File: src/rtl/traffic_phase_scheduler.sv
// traffic_phase_scheduler
//   Green-phase scheduler for a 4-approach intersection. Grants right-of-way
//   round-robin among approaches with demand, sizes each green from the queue
//   sensors and sequences GREEN -> YELLOW -> all-red CLEAR.
// Ports
//   clk                      system clock, rising edge
//   rst_n                    asynchronous active-low reset
//   i_sensor_N_1 (N=1..4)    vehicle present at queue position 1 of approach N
//   i_sensor_N_5 (N=1..4)    vehicle present at queue position 5 (long queue)
//   o_green[3:0]             one-hot green lamp, bit N-1 = approach N
//   o_yellow[3:0]            one-hot yellow lamp, bit N-1 = approach N
//   o_red[3:0]               red lamps, always ~(o_green | o_yellow)
//   o_phase_done             one-cycle pulse on the last CLEAR cycle
module traffic_phase_scheduler #(
  parameter int unsigned T_SHORT  = 20,
  parameter int unsigned T_LONG   = 50,
  parameter int unsigned T_YELLOW = 5,
  parameter int unsigned T_CLEAR  = 2,
  parameter int unsigned CNT_W    = 8
) (
  input  logic       clk,
  input  logic       rst_n,
  input  logic       i_sensor_1_1,
  input  logic       i_sensor_1_5,
  input  logic       i_sensor_2_1,
  input  logic       i_sensor_2_5,
  input  logic       i_sensor_3_1,
  input  logic       i_sensor_3_5,
  input  logic       i_sensor_4_1,
  input  logic       i_sensor_4_5,
  output logic [3:0] o_green,
  output logic [3:0] o_yellow,
  output logic [3:0] o_red,
  output logic       o_phase_done
);

  typedef enum logic [1:0] {IDLE, GREEN, YELLOW, CLEAR} state_t;

  localparam logic [CNT_W-1:0] LD_SHORT  = CNT_W'(T_SHORT - 1);
  localparam logic [CNT_W-1:0] LD_LONG   = CNT_W'(T_LONG - 1);
  localparam logic [CNT_W-1:0] LD_YELLOW = CNT_W'(T_YELLOW - 1);
  localparam logic [CNT_W-1:0] LD_CLEAR  = CNT_W'(T_CLEAR - 1);

  state_t           state, state_nx;
  logic [1:0]       ptr, ptr_nx, next_app;
  logic [CNT_W-1:0] timer, timer_nx;
  logic [3:0]       dem, lng;
  logic             any_dem, others_dem;
  logic [3:0]       green_nx, yellow_nx;
  logic             done_nx;

  assign lng     = {i_sensor_4_5, i_sensor_3_5, i_sensor_2_5, i_sensor_1_5};
  assign dem     = {i_sensor_4_1, i_sensor_3_1, i_sensor_2_1, i_sensor_1_1} | lng;
  assign any_dem = |dem;
  assign others_dem = |(dem & ~(4'b0001 << ptr));

  // Round-robin search ptr+1, ptr+2, ptr+3, ptr; the fourth step wraps back
  // to the last served approach so a lone requester is re-granted.
  always_comb begin
    logic       found;
    logic [1:0] idx;
    next_app = ptr;
    found    = 1'b0;
    for (int unsigned k = 1; k <= 4; k++) begin
      idx = ptr + k[1:0];
      if (!found && dem[idx]) begin
        next_app = idx;
        found    = 1'b1;
      end
    end
  end

  always_comb begin
    state_nx = state;
    ptr_nx   = ptr;
    timer_nx = timer;
    case (state)
      IDLE: begin
        if (any_dem) begin
          state_nx = GREEN;
          ptr_nx   = next_app;
          timer_nx = lng[next_app] ? LD_LONG : LD_SHORT;
        end
      end
      GREEN: begin
        if (timer != '0) begin
          timer_nx = timer - CNT_W'(1);
        end else if (dem[ptr] && !others_dem) begin
          // Sole requester keeps the green; duration re-sampled now.
          timer_nx = lng[ptr] ? LD_LONG : LD_SHORT;
        end else begin
          state_nx = YELLOW;
          timer_nx = LD_YELLOW;
        end
      end
      YELLOW: begin
        if (timer != '0) begin
          timer_nx = timer - CNT_W'(1);
        end else begin
          state_nx = CLEAR;
          timer_nx = LD_CLEAR;
        end
      end
      CLEAR: begin
        if (timer != '0) begin
          timer_nx = timer - CNT_W'(1);
        end else if (any_dem) begin
          state_nx = GREEN;
          ptr_nx   = next_app;
          timer_nx = lng[next_app] ? LD_LONG : LD_SHORT;
        end else begin
          state_nx = IDLE;
          timer_nx = '0;
        end
      end
      default: begin
        state_nx = IDLE;
        timer_nx = '0;
      end
    endcase
  end

  // Lamps are registered from the next state so they align with state.
  always_comb begin
    green_nx  = (state_nx == GREEN)  ? (4'b0001 << ptr_nx) : '0;
    yellow_nx = (state_nx == YELLOW) ? (4'b0001 << ptr_nx) : '0;
    done_nx   = (state_nx == CLEAR) && (timer_nx == '0);
  end

  always_ff @(posedge clk or negedge rst_n) begin
    if (!rst_n) begin
      state        <= IDLE;
      ptr          <= 2'd3;
      timer        <= '0;
      o_green      <= '0;
      o_yellow     <= '0;
      o_red        <= '1;
      o_phase_done <= 1'b0;
    end else begin
      state        <= state_nx;
      ptr          <= ptr_nx;
      timer        <= timer_nx;
      o_green      <= green_nx;
      o_yellow     <= yellow_nx;
      o_red        <= ~(green_nx | yellow_nx);
      o_phase_done <= done_nx;
    end
  end

endmodule

File: config.mk
export PLATFORM = sky130hd
export DESIGN_NAME = traffic_phase_scheduler
export DESIGN_NICKNAME = d
export VERILOG_FILES = /design/src/rtl/traffic_phase_scheduler.sv
export SDC_FILE = /design/constraint.sdc
export NUM_CORES = 1
export LEC_CHECK = 0
export BUFFER_PORTS_ARGS = -buffer_cell sky130_fd_sc_hd__buf_4
export CAP_MARGIN = 20
export CORE_ASPECT_RATIO = 1.1
export CORE_MARGIN = 8
export CORE_UTILIZATION = 50
export DETAILED_ROUTE_END_ITERATION = 7
export HOLD_SLACK_MARGIN = 0.05
export PLACE_DENSITY_LB_ADDON = 0.08
export SYNTH_ARGS = -nofsm -noshare
export SYNTH_HDL_FRONTEND = slang
export SYNTH_SLANG_ARGS = --single-unit
File: constraint.sdc
create_clock -name clk -period 2.9 [get_ports clk]
set_clock_uncertainty 0.15 [all_clocks]
set_input_delay 0.145 -clock clk [delete_from_list [all_inputs] [get_ports clk]]
set_output_delay 0.145 -clock clk [all_outputs]
set_load 0.05 [all_outputs]
==> metrics <==
status finished, final reports clean; power after layout 2340 uW; Post-synth EDFFs 0; crit share post-route 94.4%; clk sink count 25; DR WL/cell 17.7 um; static leakage 0.000928 uW; Mapped Nets 217; Top FF cell, synth dfrtp_1; Core ar. 3630 um2; first-pass GRT wire length 8.08 mm; initial antenna violation count 0; FF+latch count, synth 25; DR pass1 iterations 4; final WL 4.96 mm; VDD IR max 0.431 mV; initial DRC count 101; remaining antenna violation count 0; Slew headroom 53.7%; Initial Utilization 52.0%; count of different cell masters after synthesis 64; CP Launch Type flip-flop; Yosys top cell area share 25.2%; sequential-to-total area share from yosys stat 33.6%; Die Ht 80.4 um; clock-pin slew on the worst setup and hold paths 0.10 ns; Max Clock Freq 0.365 GHz; max incr delay on CP 0.54 ns; row count 23; setup TNS 0 ns; Post-route DRC 0; count of final hold-check violations 0; syn_area_per_cell 9.53 um2; CP required 2.95 ns; number of port buffers 22; GPL Wtd Cong 0.869; total CTS buffers 3; number of diodes 0; Layout area overhead 18.5%; Clk Latency, worst-skew pair 0.28 ns; die area 6000 um2; share of cells above drive strength 1 29.1%; Mapped Cells 198; die width 74.6 um; Pins Over Slew Limit 0; Root Buffer clkbuf_8; gr usage total 17.3%; global route overflow 0; I/O pins 23; Setup-failing EPs final 0; critical path, cell by cell inv_1 -> ha_1 -> nor4b_1 -> nor4_1 -> nor2_2 -> o2bb2ai_1 -> a221oi_2 -> o31ai_1 -> nor4_2; crit path kind flip-flop to flip-flop; Min-Delay Path Class input port to asynchronous set/reset pin; leading area contributor after synthesis dfrtp_1; Netlist Area Pre-Place 1890 um2; Non-Filler Instances 280; Critical Path Slowest Stage Cell dfstp_2; Worst Tran Pin Value 0.688 ns; total number of vias 1665; # H-tree levels 1; Synth async-reset ratio 100%; MaxCap Viol Count 0; vias in the first global route 1646; PwrDens 1050 nW/um2; minimum clock period 2.74 ns; deepest clock path buffer count 2; unrepaired setup endpoints after global routing false; largest net degree at the start of global routing 26; CTS tree built; post-DP HPWL 3.89 mm; ranking of synthesized cells by area dfrtp_1 (25%), dfstp_2 (8.4%), ha_1 (6.0%); CP endpoint kind flip-flop; YS warnings 0; Placed Cells 275; final net count 250; Via density 5.95; CP arrival 2.78 ns; crit path max fanout 6; Register-to-Register Path Depth 9
## synthesized netlist by cell type (all sizes together), types with 2 or more instances
cell type / number
nor4b: 3
dfrtp: 19
or4: 4
xnor2: 2
o211ai: 2
nor3: 10
nor4: 7
a21boi: 2
ha: 9
o31a: 2
o21ai: 12
o31ai: 4
nand3: 5
a31oi: 2
a21oi: 7
nand2: 18
o2bb2ai: 2
inv: 9
dfstp: 6
nor2: 27
nand4: 2
or2: 2
buf: 5
nand2b: 8
o22ai: 2
a211oi: 2
nor4bb: 2
or3: 2
mux4: 3
## report_power, final
part           switching [uW]  internal, uW
clock network             127          97.7
registers                91.3           470
logic                     940           616
## layout by cell type, fill, tap and decap left out, drive strengths merged, types with 3 or more instances in the layout
master and count:
a21oi 7, buf 33, clkbuf 3, dfrtp 19, dfstp 6, ha 9, inv 9, mux4 3
nand2 18, nand2b 8, nand3 5, nor2 27, nor3 10, nor4 7, nor4b 3, o21ai 12
o31ai 4, or4 4
## stage by stage
step	util, %	hold WS [ns]	setup WS [ns]	instance area (um2)
global placement	59.8	-0.0950	0.197	2170
detailed placement	59.8	-0.0837	0.124	2170
global route	61.7	0.183	0.00767	2240
finish	61.7	0.153	0.164	2240
floorplan	-	-0.301	0.0306	1890
CTS	61.5	0.149	0.0988	2230
## cell type report
class                   instances  area, um2
clock buffers                   3       41.3
flip-flops and latches         25        633
fillers                       350       1390
clock inverters                 1       7.51
well taps                      50       62.6
multi-input cells             158       1200
repair buffers                 34        258
inverters                       9       33.8
## critical path: cells and delay by family (launching register included)
family / cells / cell delay (ns)
simple gates: 4 / 0.96
compound gates: 3 / 0.61
flops: 1 / 0.54
fa+ha+maj: 1 / 0.35
buf+inv: 1 / 0.05
## routing by layer
metal	wire [um]	vias up	track usage, %
li1	-	796	-
met1	2200	802	21.0
met2	2480	55	29.0
met3	192	12	3.36
met4	91	0	6.67
met5	0	-	0
## registers in the layout (all words and copies together), names as in the netlist
name / count
ptr: 2
o_phase_done: 1
timer: 8
o_red: 4
o_green: 4
state: 2
o_yellow: 4
## repair_timing
action                                 in CTS  in global routing
hold buffers                                1                  0
setup endpoints to repair                   0                  2
endpoints found under the hold margin      25                  0
resized for setup                           0                  2
setup buffers                               0                  0
## cells by family after synthesis
group	synth area share, %
and+or+nand+nor	30.4
AOI/OAI and AO/OA	21.3
DFF	33.6
buffers and inverters	3.25
adders and majority gates	5.97
xor gates and xnor gates	1.79
muxes	3.78
## final timing paths
path,start,to,slack (ns)
min reg2reg,timer[6],timer[6],0.42
max in group asynchronous,rst_n,o_red[3],2.14
max reg2reg,ptr[0],o_phase_done,0.16
max,ptr[0],o_phase_done,0.16
min in group clk,i_sensor_2_5,timer[5],0.23
min,rst_n,timer[6],0.15
Note: power is estimated with default switching activity, not from simulation.
